File: config.mk
export PLATFORM = sky130hd
export DESIGN_NAME = soc_run_monitor_flat
export DESIGN_NICKNAME = d
export VERILOG_FILES = /design/src/rtl/soc_run_monitor_if.sv /design/src/rtl/soc_run_monitor.sv /design/src/flat_wrapper.sv
export SDC_FILE = /design/constraint.sdc
export NUM_CORES = 1
export LEC_CHECK = 0
export BUFFER_PORTS_ARGS = -buffer_cell sky130_fd_sc_hd__buf_2
export CAP_MARGIN = 20
export CELL_PAD_IN_SITES_DETAIL_PLACEMENT = 0
export CELL_PAD_IN_SITES_GLOBAL_PLACEMENT = 1
export CORE_MARGIN = 5
export CORE_UTILIZATION = 37
export DETAILED_ROUTE_END_ITERATION = 7
export PLACE_DENSITY = 0.78
export SLEW_MARGIN = 20
export SYNTH_ARGS = -nofsm -noshare
export SYNTH_HDL_FRONTEND = slang
export SYNTH_SLANG_ARGS = --single-unit
File: constraint.sdc
create_clock -name clk_i -period 2.3 [get_ports clk_i]
set_input_delay 0 -clock clk_i [delete_from_list [all_inputs] [get_ports clk_i]]
set_output_delay 0 -clock clk_i [all_outputs]
set_load 0.02 [all_outputs]
File: src/rtl/soc_run_monitor_if.sv
// Bundle of control, per-core completion and status signals for soc_run_monitor.
// The master side starts and clears runs and supplies core results; the slave side reports status.
interface soc_run_monitor_if #(
  parameter int NCORES     = 3,
  parameter int DATA_WIDTH = 32,
  parameter int CW         = 7
);
  logic                         fetch_enable_i;
  logic                         clear_i;
  logic [NCORES-1:0]            mem_flag_i;
  logic [NCORES*DATA_WIDTH-1:0] mem_result_i;

  logic [NCORES-1:0]            captured_o;
  logic [NCORES*DATA_WIDTH-1:0] result_o;
  logic [DATA_WIDTH-1:0]        voted_result_o;
  logic [NCORES-1:0]            agree_o;
  logic                         mismatch_o;
  logic                         busy_o;
  logic                         done_o;
  logic                         timeout_o;
  logic [CW-1:0]                cycles_o;
  logic [1:0]                   state_o;

  // Flags are level-sampled on every rising edge; there is no back-pressure,
  // so a core's flag counts only on the first RUN edge it is seen high.
  modport master (
    output fetch_enable_i, clear_i, mem_flag_i, mem_result_i,
    input  captured_o, result_o, voted_result_o, agree_o, mismatch_o,
           busy_o, done_o, timeout_o, cycles_o, state_o
  );

  modport slave (
    input  fetch_enable_i, clear_i, mem_flag_i, mem_result_i,
    output captured_o, result_o, voted_result_o, agree_o, mismatch_o,
           busy_o, done_o, timeout_o, cycles_o, state_o
  );
endinterface

File: src/rtl/soc_run_monitor.sv
// End-of-run monitor: latches each core's first result, majority-votes them and
// reports done / timeout / mismatch with an on-chip RUN-cycle watchdog.
module soc_run_monitor #(
  parameter int NCORES         = 3,
  parameter int DATA_WIDTH     = 32,
  parameter int TIMEOUT_CYCLES = 100
) (
  input logic              clk_i,
  input logic              rst_ni,
  soc_run_monitor_if.slave bus
);
  localparam int CW = $clog2(TIMEOUT_CYCLES + 1);
  localparam int DW = DATA_WIDTH;
  localparam logic [CW-1:0] LAST_CYC = CW'(TIMEOUT_CYCLES - 1);

  typedef enum logic [1:0] {S_IDLE, S_RUN, S_DONE, S_TIMEOUT} state_e;

  state_e               state_q, state_d;
  logic [NCORES-1:0]    cap_q, cap_d;
  logic [NCORES*DW-1:0] res_q, res_d;
  logic [CW-1:0]        cyc_q, cyc_d;

  logic [DW-1:0]        voted;
  logic [NCORES-1:0]    col;
  logic [NCORES-1:0]    agree;
  logic                 mm;

  function automatic logic majority(input logic [NCORES-1:0] v);
    int c;
    c = 0;
    for (int k = 0; k < NCORES; k++) c = c + int'(v[k]);
    return c > (NCORES / 2);
  endfunction

  always_ff @(posedge clk_i or negedge rst_ni) begin
    if (!rst_ni) begin
      state_q <= S_IDLE;
      cap_q   <= '0;
      res_q   <= '0;
      cyc_q   <= '0;
    end else begin
      state_q <= state_d;
      cap_q   <= cap_d;
      res_q   <= res_d;
      cyc_q   <= cyc_d;
    end
  end

  // clear_i is checked before any state so it overrides start, capture and timeout.
  always_comb begin
    state_d = state_q;
    cap_d   = cap_q;
    res_d   = res_q;
    cyc_d   = cyc_q;
    if (bus.clear_i) begin
      state_d = S_IDLE;
    end else begin
      unique case (state_q)
        S_IDLE: begin
          if (bus.fetch_enable_i) begin
            state_d = S_RUN;
            cap_d   = '0;
            res_d   = '0;
            cyc_d   = '0;
          end
        end
        S_RUN: begin
          for (int k = 0; k < NCORES; k++) begin
            if (bus.mem_flag_i[k] && !cap_q[k]) begin
              cap_d[k]           = 1'b1;
              res_d[k*DW +: DW]  = bus.mem_result_i[k*DW +: DW];
            end
          end
          if (&cap_d)                state_d = S_DONE;
          else if (cyc_q == LAST_CYC) state_d = S_TIMEOUT;
          else                        cyc_d   = cyc_q + 1'b1;
        end
        default: state_d = state_q;
      endcase
    end
  end

  // Uncaptured slots hold zero, so they naturally vote 0.
  always_comb begin
    voted = '0;
    col   = '0;
    for (int b = 0; b < DW; b++) begin
      for (int k = 0; k < NCORES; k++) col[k] = res_q[k*DW + b];
      voted[b] = majority(col);
    end
  end

  always_comb begin
    mm    = 1'b0;
    agree = '0;
    for (int i = 0; i < NCORES; i++) begin
      agree[i] = cap_q[i] && (res_q[i*DW +: DW] == voted);
      for (int j = i + 1; j < NCORES; j++) begin
        if (cap_q[i] && cap_q[j] && (res_q[i*DW +: DW] != res_q[j*DW +: DW])) mm = 1'b1;
      end
    end
  end

  assign bus.captured_o     = cap_q;
  assign bus.result_o       = res_q;
  assign bus.voted_result_o = voted;
  assign bus.agree_o        = agree;
  assign bus.mismatch_o     = mm && (state_q != S_IDLE);
  assign bus.busy_o         = (state_q == S_RUN);
  assign bus.done_o         = (state_q == S_DONE);
  assign bus.timeout_o      = (state_q == S_TIMEOUT);
  assign bus.cycles_o       = cyc_q;
  assign bus.state_o        = state_q;
endmodule

File: src/flat_wrapper.sv
// flat-port wrapper written by rule: the top's interface ports become plain ports
module soc_run_monitor_flat 
#(
  parameter int NCORES         = 3,
  parameter int DATA_WIDTH     = 32,
  parameter int TIMEOUT_CYCLES = 100
)
  (clk_i, rst_ni, bus_fetch_enable_i, bus_clear_i, bus_mem_flag_i, bus_mem_result_i, bus_captured_o, bus_result_o, bus_voted_result_o, bus_agree_o, bus_mismatch_o, bus_busy_o, bus_done_o, bus_timeout_o, bus_cycles_o, bus_state_o);
  soc_run_monitor_if #(.NCORES(NCORES), .DATA_WIDTH(DATA_WIDTH), .CW(($clog2((100) + 1)))) bus_i ();
  input logic clk_i;
  input logic rst_ni;
  input wire logic [$bits(bus_i.fetch_enable_i)-1:0] bus_fetch_enable_i;
  input wire logic [$bits(bus_i.clear_i)-1:0] bus_clear_i;
  input wire logic [$bits(bus_i.mem_flag_i)-1:0] bus_mem_flag_i;
  input wire logic [$bits(bus_i.mem_result_i)-1:0] bus_mem_result_i;
  output wire logic [$bits(bus_i.captured_o)-1:0] bus_captured_o;
  output wire logic [$bits(bus_i.result_o)-1:0] bus_result_o;
  output wire logic [$bits(bus_i.voted_result_o)-1:0] bus_voted_result_o;
  output wire logic [$bits(bus_i.agree_o)-1:0] bus_agree_o;
  output wire logic [$bits(bus_i.mismatch_o)-1:0] bus_mismatch_o;
  output wire logic [$bits(bus_i.busy_o)-1:0] bus_busy_o;
  output wire logic [$bits(bus_i.done_o)-1:0] bus_done_o;
  output wire logic [$bits(bus_i.timeout_o)-1:0] bus_timeout_o;
  output wire logic [$bits(bus_i.cycles_o)-1:0] bus_cycles_o;
  output wire logic [$bits(bus_i.state_o)-1:0] bus_state_o;
  assign bus_i.fetch_enable_i = bus_fetch_enable_i;
  assign bus_i.clear_i = bus_clear_i;
  assign bus_i.mem_flag_i = bus_mem_flag_i;
  assign bus_i.mem_result_i = bus_mem_result_i;
  assign bus_captured_o = bus_i.captured_o;
  assign bus_result_o = bus_i.result_o;
  assign bus_voted_result_o = bus_i.voted_result_o;
  assign bus_agree_o = bus_i.agree_o;
  assign bus_mismatch_o = bus_i.mismatch_o;
  assign bus_busy_o = bus_i.busy_o;
  assign bus_done_o = bus_i.done_o;
  assign bus_timeout_o = bus_i.timeout_o;
  assign bus_cycles_o = bus_i.cycles_o;
  assign bus_state_o = bus_i.state_o;
  soc_run_monitor #(.NCORES(NCORES), .DATA_WIDTH(DATA_WIDTH), .TIMEOUT_CYCLES(TIMEOUT_CYCLES)) u_core (.clk_i(clk_i), .rst_ni(rst_ni), .bus(bus_i));
endmodule
==> metrics.md, run 1 <==
| Metric | Value |
|---|---|
| Fin crit share | 106% |
| Synth cell types | between 40 and 50 |
| Hold WS | about 0.035 ns |
| Ys flop type | dfrtp_1 |
| Die footprint | ~0.022 mm^2 |
| Post-Syn Area | roughly 0.007 mm^2 |
| Minimum clock period | 2.44 ns |
| Synth async-reset ratio | 100% |
| Vias in the first global route | 8347 |
| Int Pwr | approximately 5.0 mW |
| Worst setup EP type | output port |
| Clock-pin slew on the worst setup and hold paths | approximately 0.080 ns |
| Flop pwr share | roughly 29% |
| Clk network pwr share | 19.6% |
| GRT overflow | 0 |
| Layout cells sized above 1 | about two fifths |
| Vias/cell | 5.09 |
| Dpl cells | 1485 |
| Most frequent CP cell | buf_6 |
| Global-route wire length before repair | between 50000 and 60000 um |
| Reg2Reg Depth | 5 |
| Leakage | ~6.2 nW |
| Worst-margin pin slew | approximately 0.69 ns |
| GRT Total Usage | 31.5% |
| 1st-pass router iterations | 5 |
| WHS Path Cells | 3 |
| Outcome | finished, violations left |
| Final Setup Violations | 3 |
| Initial cell density of the core | a little under two fifths |
| Hold Startpoint | bus_mem_result_i[9] |
| Post-synth EDFFs | 0 |
| Most frequent cells in the layout | buf_2 (245), nand2_1 (197), buf_4 (145), dfrtp_1 (101) |
| Gpl congestion | 0.988 |
| FF-to-FF setup slack | 0.38 ns |
| Synth Register Bits | around 110 |
| Initial antenna violation count | 0 |
| Setup Crit Path Kind | reg2out |
| Worst EP required | approximately 2.3 ns |
| Switching share of power | a little over two fifths |
| Headroom to the max-slew limit | approximately 54% |
| Later-pin clock latency in the skew report | ~0.37 ns |
| Fill count | between 1500 and 2000 |
| Core area | ~0.019 mm^2 |
| Peak supply drop | between 0.3 and 0.4 mV |
| Synth-to-layout area growth | 68.8% |
| Post-DP HPWL | 28700 um |
| Nets@finish | around 1500 |
| Worst hold path type | in2reg |
| Max Freq | a little over 400 MHz |
| Final Skew | around 0.014 ns |
| Setup ws final | -0.140 ns |
| Post-synthesis sequential area ratio | 37.6% |
| DRC violations left | 0 |
| 1st-iter DRT viols | 573 |
| Startpoint types | flip-flop |
| Violations in the final reports | negative setup slack |
| Crit-path max FO | 3 |
| Synth Instances | a little under 900 |
| H-tree depth | 3 |
| WL final | ~36000 um |
| Syn nets | roughly 1000 |
| Crit-path cells | ha_4 > a21oi_4 > buf_6 > xnor2_2 > nor4_1 > nand3_1 > nor3_2 > buf_4 > buf_6 |
| PD cells | roughly 730 mW/mm^2 |
| Chip Width | 149 um |
| Commonest non-fill, non-tap cell in the layout | buf_2 |
| NetSw | around 3.8 mW |
| Syn_area_per_cell | between 8 and 9 um^2 |
| # clock sinks | between 100 and 150 |
| WL/cell | about 22 um |
| FF-to-FF End | u_core.bus.cycles_o[6] |
| Clk root buf | clkbuf_16 |
| Max-cap violations | 0 |
| Clock buffer depth | 2 |
| Hold path endpoint | u_core.bus.result_o[9] |
| TritonCTS clock tree | done |
| Pin count of the biggest net entering global routing | 53 |
| RSZ-0062 raised after global routing | true |
| I/O Buffers | about 250 |
| Synth Warn # | 0 |
| Post-route ant nets | 0 |
| Layout Cells excl Fill | between 1500 and 2000 |
| # rows | just over 50 |
| Post-Route Setup TNS | -0.247 ns |
| Hold Vio Cnt, Final | 0 |
| Slowest stage delay, CP | between 0.4 and 0.5 ns |
| Critical path's slowest cell | dfrtp_2 |
| Total power | 8.83 mW |
| Slew Viols, Final | 0 |
| CTS buffer count | 9 |
| I/O pin total | 250 |
| Die H | roughly 150 um |
| Antenna Cells | 0 |
| Arrival time worst endpoint | roughly 2.4 ns |
| Reg-to-Reg Start | u_core.bus.cycles_o[4] |
| Power share of the combinational group | between 50% and 60% |
| Via count | 8240 |
[cell usage after synthesis (2+ instances only)]
cell | number | share of area [%]
nand2_1 | 197 | 10
dfrtp_1 | 108 | 38
o21ai_0 | 99 | 6.9
xor2_1 | 66 | 8.0
xnor2_1 | 62 | 7.6
inv_1 | 51 | 2.7
a21oi_1 | 43 | 3.0
nor4_1 | 41 | 3.6
clkbuf_1 | 36 | 1.9
ha_1 | 33 | 5.7
nor2_1 | 20 | 1.0
nand2b_1 | 18 | 1.6
nor3b_1 | 13 | 1.4
nand3_1 | 10 | 0.70
nand4_1 | 10 | 0.87
nor3_1 | 9 | 0.63
o2111ai_1 | 9 | 1.1
a22o_1 | 4 | 0.49
o22ai_1 | 4 | 0.35
a211oi_1 | 3 | 0.31
and3b_1 | 3 | 0.37
nor2b_1 | 3 | 0.26
o21ai_1 | 3 | 0.21
and3_1 | 2 | 0.17
clkbuf_2 | 2 | 0.14
o221ai_1 | 2 | 0.24
o22ai_2 | 2 | 0.35
[cell families after synthesis]
family | share of synthesized area [%]
DFF | 37.6
adders and majority gates | 5.75
muxes | 0.139
AOI/OAI and AO/OA | 14.1
xor gates and xnor gates | 15.6
and+or+nand+nor | 21.7
buffers and inverters | 5.12
[cell type report]
| type | count | area, um^2 | share of cell area, % |
|---|---|---|---|
| well taps | 265 | 332 | 2.74 |
| multi-input cells | 674 | 5050 | 41.6 |
| inverters | 52 | 195 | 1.61 |
| clock buffers | 9 | 225 | 1.86 |
| clock inverters | 7 | 93.8 | 0.774 |
| repair buffers | 503 | 3520 | 29.0 |
| flip-flops and latches | 108 | 2710 | 22.4 |
[repair_timing]
item / CTS / global route
setup buffers: 11 / 8
endpoints found under the hold margin: 139 / 1
setup endpoints to repair: 4 / 4
pin swaps: 36 / 44
resized for setup: 81 / 62
hold buffers: 98 / 1
[state kept, by name (all words and copies together) (netlist names)]
signal / flops
u_core.bus.state_o: 2
u_core.bus.cycles_o: 7
u_core.bus.result_o: 96
u_core.bus.captured_o: 3
[power groups by stage]
| stage | combinational [mW] | clock [mW] | sequential (mW) |
|---|---|---|---|
| 2_1_floorplan | 1.49 | 0 | 2.82 |
| 3_3_place_gp | 3.79 | 0 | 2.49 |
| 3_5_place_dp | 3.76 | 0 | 2.50 |
| 4_1_cts | 4.20 | 1.75 | 2.52 |
| 5_1_grt | 4.78 | 1.82 | 2.59 |
| 6_report | 4.54 | 1.73 | 2.56 |
[worst max-delay path: cells and delay by family, from the launching register on]
kind / cells / cell delay, ns
XOR/XNOR: 1 / 0.06
buffers and inverters: 3 / 0.40
flip-flops: 1 / 0.45
AO/OA/AOI/OAI: 1 / 0.17
adder cells (fa/ha/maj): 1 / 0.27
AND/OR/NAND/NOR: 3 / 0.71
[per-stage QoR]
stage,worst slack (ns),utilization (%),instance area [um^2]
floorplan,0.217,-,7180
detailed placement,-0.227,50.5,9730
global route,-0.202,62.9,12100
global placement,-0.347,50.5,9730
CTS,-0.118,60.4,11600
finish,-0.140,62.9,12100
[worst max path at each step]
stage,to,slack [ns],cells after the start,start
after global routing,bus_agree_o[1],-0.20,9,u_core.bus.result_o[33]
after detailed placement,bus_agree_o[0],-0.23,7,u_core.bus.result_o[18]
after CTS,bus_agree_o[0],-0.12,8,u_core.bus.result_o[2]
after floorplan,bus_agree_o[1],0.22,6,u_core.bus.result_o[4]
final,bus_agree_o[1],-0.14,9,u_core.bus.result_o[33]
after global placement,bus_agree_o[0],-0.35,7,u_core.bus.result_o[18]
[layer usage]
layer / GRT usage (%) / part of all wire [%] / vias to the layer above
li1: - / - / 3906
met1: 43.2 / 44 / 3982
met2: 52.3 / 48 / 299
met3: 3.65 / 5.6 / 53
met4: 9.75 / 3.2 / 0
met5: 0 / 0 / -
No activity file was read; power rests on OpenSTA's default activity.
==> run 2: changes to the inputs <==
- CORE_ASPECT_RATIO: not set -> 0.8
- GPL_TIMING_DRIVEN: not set -> 1
==> run 2 against run 1 <==
The run still ends with negative setup slack left. Register-to-register slack lost 0.06 ns. Largest cell class unchanged. Die area is essentially flat. Final area grew 0.65%. Critical path type unchanged.
==> metrics.md, run 2 (synthesis results as in run 1) <==
| Metric | Value |
|---|---|
| Outcome | finished, violations left |
| Violations in the final reports | negative setup slack |
| Power share of the combinational group | 53.2% (+1.8 points) |
| Place WS | -0.507 ns (-0.281 ns) |
| # rows | 45 (-12%) |
| Worst setup EP type | output port |
| Most frequent cells in the layout | buf_2 (244), nand2_1 (197), buf_4 (163), o21ai_0 (99), dfrtp_1 (97) |
| Clk root buf | clkbuf_16 |
| Die H | 135 um (-9.9%) |
| TritonCTS clock tree | done |
| Layout Cells excl Fill | 1626 (+0.49%) |
| Headroom to the max-slew limit | 63.0% (+8.7 points) |
| I/O pin total | 250 (unchanged) |
| Initial antenna violation count | 1 (+1) |
| Slowest stage delay, CP | 0.42 ns (-0.03 ns) |
| Vias in the first global route | 8380 (+0.40%) |
| Flop pwr share | 28.0% (-1.0 points) |
| Hold Vio Cnt, Final | 0 (unchanged) |
| Synth-to-layout area growth | 69.8% |
| Post-route ant nets | 0 (unchanged) |
| Antenna Cells | 0 (unchanged) |
| Startpoint types | flip-flop |
| Die footprint | 0.0223 mm^2 (about the same) |
| # clock sinks | 108 (unchanged) |
| Post-Route Setup TNS | -0.281 ns (-0.0340 ns) |
| Post-DP HPWL | 29100 um (+1.6%) |
| Nets@finish | 1499 (+1.0%) |
| PD cells | 738 mW/mm^2 (+1.3%) |
| Placed instance area | 0.00986 mm^2 (+1.4%) |
| Switching share of power | 42.8% (-0.20 points) |
| GRT Total Usage | 31.2% (-0.31 points) |
| Reg-to-Reg Start | u_core.bus.captured_o[2] |
| WL final | 36200 um (+1.3%) |
| 1st-pass router iterations | 5 (unchanged) |
| NetSw | 3.86 mW (+1.5%) |
| Final instance area | 0.0122 mm^2 (+0.65%) |
| Reg2Reg Depth | 6 (+1) |
| CTS buffer count | 9 (unchanged) |
| 1st-iter DRT viols | 616 (+7.5%) |
| Max reg flops | 96 (unchanged) |
| Dpl cells | 1500 (+1.0%) |
| Crit-path max FO | 3 (unchanged) |
| FF-to-FF setup slack | 0.32 ns (-0.06 ns) |
| Gpl congestion | 1.05 (+5.9%) |
| FF-to-FF End | u_core.bus.cycles_o[4] |
| Later-pin clock latency in the skew report | 0.37 ns (about the same) |
| Fin crit share | 107% (+0.48 points) |
| Clock buffer depth | 2 (unchanged) |
| Global-route wire length before repair | 52700 um (+0.47%) |
| I/O Buffers | 249 (unchanged) |
| Final Skew | 0.0110 ns (-0.00268 ns) |
| FF/Latch Area | 0.00272 mm^2 (+0.18%) |
| Via count | 8365 (+1.5%) |
| Minimum clock period | 2.45 ns (+0.0110 ns) |
| Fill count | 1708 (-2.1%) |
| Worst EP required | 2.30 ns (about the same) |
| Setup ws final | -0.151 ns (-0.0110 ns) |
| Pin count of the biggest net entering global routing | 65 (+23%) |
| Total power | 9.01 mW (+2.0%) |
| Layout cells sized above 1 | 41.4% (+1.2 points) |
| WHS Path Cells | 3 (unchanged) |
| Hold WS | 0.0228 ns (-0.0121 ns) |
| Commonest non-fill, non-tap cell in the layout | buf_2 |
| Max Freq | 408 MHz (-0.45%) |
| Int Pwr | 5.15 mW (+2.4%) |
| Critical path's slowest cell | dfrtp_1 |
| Hold path endpoint | u_core.bus.result_o[7] |
| Footprint of the multi-input gates | 0.00503 mm^2 (-0.37%) |
| H-tree depth | 3 (unchanged) |
| Vias/cell | 5.14 (+1.0%) |
| Core area | 0.0190 mm^2 (-1.2%) |
| Hold Startpoint | bus_mem_result_i[7] |
| Slew Viols, Final | 0 (unchanged) |
| Clk network pwr share | 18.9% (-0.7 points) |
| RSZ-0062 raised after global routing | true |
| GRT overflow | 0 (unchanged) |
| DRC violations left | 0 (unchanged) |
| Arrival time worst endpoint | 2.45 ns (about the same) |
| Leakage | 6.28 nW (+0.70%) |
| Clock-pin slew on the worst setup and hold paths | 0.08 ns (about the same) |
| Chip Width | 166 um (+11%) |
| Final core occ | 64.1% (+1.2 points) |
| Crit-path cells | ha_4 > a21oi_4 > buf_6 > xnor2_2 > nor4_2 > nand4_1 > nor3_2 > buf_4 > buf_6 |
| Most frequent CP cell | buf_6 |
| Final Setup Violations | 4 (+1) |
| Peak supply drop | 0.458 mV (+15%) |
| Worst hold path type | in2reg |
| WL/cell | 22.3 um (+0.83%) |
| Worst-margin pin slew | 0.554 ns (-0.132 ns) |
| Setup Crit Path Kind | reg2out |
| Initial cell density of the core | 37.7% (+0.47 points) |
| Max-cap violations | 0 (unchanged) |
run 2: changes by cell type in the layout (fill, tap and decap cells not counted), sizes merged:
cell / previous run / this run
clkinv: 2 / 3
buf: 404 / 422
dlygate4sd3: 99 / 96
clkinvlp: 1 / 0
run 2: cell type report:
cell class | count | share of cell area (%)
clock inverters | 7 | 0.759
clock buffers | 9 | 1.85
flip-flops and latches | 108 | 22.3
inverters | 52 | 1.60
multi-input cells | 674 | 41.2
well taps | 258 | 2.65
repair buffers | 518 | 29.7
run 2: how the worst max path moves through the flow:
stage	startpoint	to
2_1_floorplan	u_core.bus.result_o[4]	bus_agree_o[1]
3_3_place_gp	u_core.bus.result_o[50]	bus_agree_o[0]
3_5_place_dp	u_core.bus.result_o[50]	bus_agree_o[0]
4_1_cts	u_core.bus.result_o[11]	bus_agree_o[0]
5_1_grt	u_core.bus.result_o[43]	bus_agree_o[1]
6_report	u_core.bus.result_o[43]	bus_agree_o[1]
run 2: power by group through the flow:
stage	clock (mW)	sequential, mW	combinational [mW]
6_report	1.70	2.52	4.79
5_1_grt	1.80	2.55	5.03
4_1_cts	1.74	2.47	4.31
3_5_place_dp	0	2.47	3.92
3_3_place_gp	0	2.46	3.94
2_1_floorplan	0	2.82	1.49
run 2: worst max-delay path, delay by kind of cell (launching register included):
family	cells	cell delay, ns
and+or+nand+nor	3	0.73
DFF	1	0.42
buffers and inverters	3	0.38
adders and majority gates	1	0.27
AOI/OAI and AO/OA	1	0.19
xor gates and xnor gates	1	0.09
run 2: metal layers:
metal | up-vias | track usage, % | share of wire (%)
met5 | - | 0 | 0.030
met4 | 2 | 7.28 | 2.1
met3 | 45 | 7.46 | 7.3
met2 | 339 | 50.0 | 45
met1 | 4025 | 43.2 | 45
li1 | 3954 | - | -
run 2: what timing repair did:
item | in CTS | in global routing
pin swaps | 26 | 41
buffers inserted | 9 | 8
gates resized for setup | 71 | 82
setup endpoints to repair | 4 | 4
hold buffers | 96 | 0
hold endpoints to repair | 127 | 0
==> run 3: changes to the inputs <==
--- a/config.mk
+++ b/config.mk
@@ -7,3 +7,2 @@
 export LEC_CHECK = 0
-export BUFFER_PORTS_ARGS = -buffer_cell sky130_fd_sc_hd__buf_2
 export CAP_MARGIN = 20
@@ -13,6 +12,8 @@
 export CORE_MARGIN = 5
-export CORE_UTILIZATION = 37
+export CORE_UTILIZATION = 41
+export CTS_CLUSTER_DIAMETER = 200
 export DETAILED_ROUTE_END_ITERATION = 7
+export DONT_BUFFER_PORTS = 1
 export GPL_TIMING_DRIVEN = 1
-export PLACE_DENSITY = 0.78
+export PLACE_DENSITY = 0.69
 export SLEW_MARGIN = 20
==> constraint.sdc (replaced) <==
create_clock -name clk_i -period 2.3 [get_ports clk_i]
set_input_delay 0.46 -clock clk_i [delete_from_list [all_inputs] [get_ports clk_i]]
set_output_delay 0.46 -clock clk_i [all_outputs]
set_load 0.02 [all_outputs]
==> run 3 against run 2 <==
Register-to-register slack worse by 0.15 ns. Clock skew rose by 0.0046 ns. The run ends with negative hold slack, negative setup slack left. Clock power down 8%. Core utilization is 2.4 points lower. Critical endpoint is now bus_agree_o[2]. Largest power group unchanged.
==> metrics.md, run 3 (synthesis results as in run 1) <==
| Metric | Value |
|---|---|
| Outcome | finished, violations left |
| Violations in the final reports | negative hold slack, negative setup slack |
| Worst-margin pin slew | 0.581 ns (+0.0274 ns) |
| WL/cell | 25.5 um (+15%) |
| FF-to-FF End | u_core.bus.result_o[41] |
| Setup crit start | u_core.bus.result_o[2] |
| Fill count | 1484 (-13%) |
| Power share of the combinational group | 52.4% (-0.8 points) |
| Clk network pwr share | 18.1% (-0.8 points) |
| PD cells | 815 mW/mm^2 (+10%) |
| Arrival time worst endpoint | 2.46 ns (about the same) |
| TritonCTS clock tree | done |
| Minimum clock period | 2.92 ns (+0.468 ns) |
| NetSw | 3.77 mW (-2.4%) |
| Post-DP HPWL | 27500 um (-5.5%) |
| Crit-path max FO | 3 (unchanged) |
| Setup ws final | -0.619 ns (-0.468 ns) |
| Die footprint | 0.0203 mm^2 (-9.1%) |
| Flop pwr share | 29.5% (+1.5 points) |
| Chip Width | 158 um (-4.7%) |
| Initial antenna violation count | 0 (-1) |
| Clock buffer depth | 2 (unchanged) |
| Peak supply drop | 0.424 mV (-7.3%) |
| Final Skew | 0.0156 ns (+0.00460 ns) |
| WL final | 34400 um (-5.0%) |
| CTS buffer count | 9 (unchanged) |
| GRT overflow | 0 (unchanged) |
| Worst EP required | 1.84 ns (-0.46 ns) |
| Reg2Reg Depth | 5 (-1) |
| Switching share of power | 43.4% (+0.53 points) |
| Hold Vio Cnt, Final | 108 (+108) |
| Headroom to the max-slew limit | 60.8% (-2.2 points) |
| Max-cap violations | 0 (unchanged) |
| Clock-pin slew on the worst setup and hold paths | 0.08 ns (about the same) |
| Synth-to-layout area growth | 48.4% |
| Later-pin clock latency in the skew report | 0.37 ns (about the same) |
| Hold WS | -0.217 ns (-0.240 ns) |
| Nets@finish | 1255 (-16%) |
| Gpl congestion | 1.03 (-1.2%) |
| 1st-iter DRT viols | 515 (-16%) |
| Vias in the first global route | 7595 (-9.4%) |
| RSZ-0062 raised after global routing | true |
| Fin crit share | 127% (+20 points) |
| Post-route ant nets | 0 (unchanged) |
| Leakage | 5.23 nW (-17%) |
| Vias/cell | 5.59 (+8.7%) |
| Clk root buf | clkbuf_16 |
| I/O Buffers | 0 (-100%) |
| Final Setup Violations | 4 (unchanged) |
| Slew Viols, Final | 0 (unchanged) |
| Via count | 7541 (-9.9%) |
| # clock sinks | 108 (unchanged) |
| Initial cell density of the core | 41.6% (+3.8 points) |
| Layout cells sized above 1 | 36.2% (-5.3 points) |
| Worst hold path type | in2async |
| DRC violations left | 0 (unchanged) |
| Max Freq | 343 MHz (-16%) |
| Die H | 128 um (-4.6%) |
| GRT Total Usage | 33.0% (+1.8 points) |
| Most frequent cells in the layout | buf_4 (262), nand2_1 (197), o21ai_0 (99), dfrtp_1 (98), xor2_1 (64) |
| FF-to-FF setup slack | 0.17 ns (-0.15 ns) |
| Startpoint types | flip-flop |
| Global-route wire length before repair | 48800 um (-7.2%) |
| Antenna Cells | 0 (unchanged) |
| Int Pwr | 4.92 mW (-4.5%) |
| Setup Crit Path Kind | reg2out |
| Total power | 8.68 mW (-3.6%) |
| I/O pin total | 250 (unchanged) |
| Max reg flops | 96 (unchanged) |
| Core area | 0.0173 mm^2 (-9.3%) |
| H-tree depth | 3 (unchanged) |
| Pin count of the biggest net entering global routing | 109 (+68%) |
| Final core occ | 61.7% (-2.4 points) |
| 1st-pass router iterations | 6 (+1) |
| Reg-to-Reg Start | u_core.bus.state_o[0] |
| Worst setup EP type | output port |
| # rows | 43 (-4.4%) |
| Commonest non-fill, non-tap cell in the layout | buf_4 |
-- run 3: cell types whose count changed in the layout (fill, tap and decap cells not counted), sizes merged --
cell / previous run / this run
buf: 422 / 274
dlygate4sd3: 96 / 0
bufinv: 1 / 0
clkinvlp: 0 / 1
clkinv: 3 / 2
-- run 3: repair_timing --
item | 4_1_cts | 5_1_grt
endpoints found under the hold margin | 108 | 108
gates resized for setup | 67 | 47
setup endpoints to repair | 5 | 6
buffers inserted | 14 | 12
pin swaps | 38 | 34
-- run 3: stage by stage --
stage                     setup TNS (ns)  instances  setup WS (ns)  area, um^2
after floorplan                  -0.0208        875        -0.0208        7310
final                              -2.22       1348         -0.619       10700
after detailed placement           -1.78       1309         -0.562        9380
after global placement             -1.83       1309         -0.612        9380
after CTS                          -2.10       1337         -0.562       10200
after global routing               -2.42       1348         -0.645       10700
-- run 3: layout make-up --
cell class	count	area (um^2)	share of cell area, %
Multi-Input combinational cell	674	5040	47.3
Clock buffer	9	225	2.11
Tap cell	225	282	2.64
Inverter	52	196	1.84
Sequential cell	108	2720	25.5
Clock inverter	6	56.3	0.528
Timing Repair Buffer	274	2150	20.1
-- run 3: worst max-delay path, stage by stage (launching register included) --
cell     delay [ns]
dfrtp_2        0.45
ha_4           0.31
a21oi_4        0.08
buf_4          0.17
buf_4          0.13
a22o_4         0.24
nor3_4         0.13
nand4_1        0.16
nor4_4         0.21
buf_4          0.20
-- run 3: layer usage --
| metal | global-route usage (%) | up-vias | wire, um |
|---|---|---|---|
| li1 | - | 3458 | - |
| met1 | 46.1 | 3731 | 15400 |
| met2 | 52.9 | 317 | 15800 |
| met3 | 6.99 | 35 | 2500 |
| met4 | 8.02 | 0 | 756 |
| met5 | 0 | - | 0 |
-- run 3: worst max-delay path by stage --
stage	end	slack, ns
floorplan	bus_agree_o[1]	-0.02
global placement	bus_agree_o[1]	-0.61
detailed placement	bus_agree_o[1]	-0.56
CTS	bus_agree_o[1]	-0.56
global route	bus_agree_o[0]	-0.64
finish	bus_agree_o[2]	-0.62
-- run 3: power by group through the flow --
| stage | Sequential, mW | Clock (mW) | Combinational [mW] |
|---|---|---|---|
| 4_1_cts | 2.52 | 1.60 | 4.25 |
| 6_report | 2.56 | 1.57 | 4.55 |
| 3_5_place_dp | 2.51 | 0 | 3.90 |
| 3_3_place_gp | 2.50 | 0 | 3.88 |
| 2_1_floorplan | 2.83 | 0 | 1.57 |
| 5_1_grt | 2.58 | 1.68 | 4.78 |
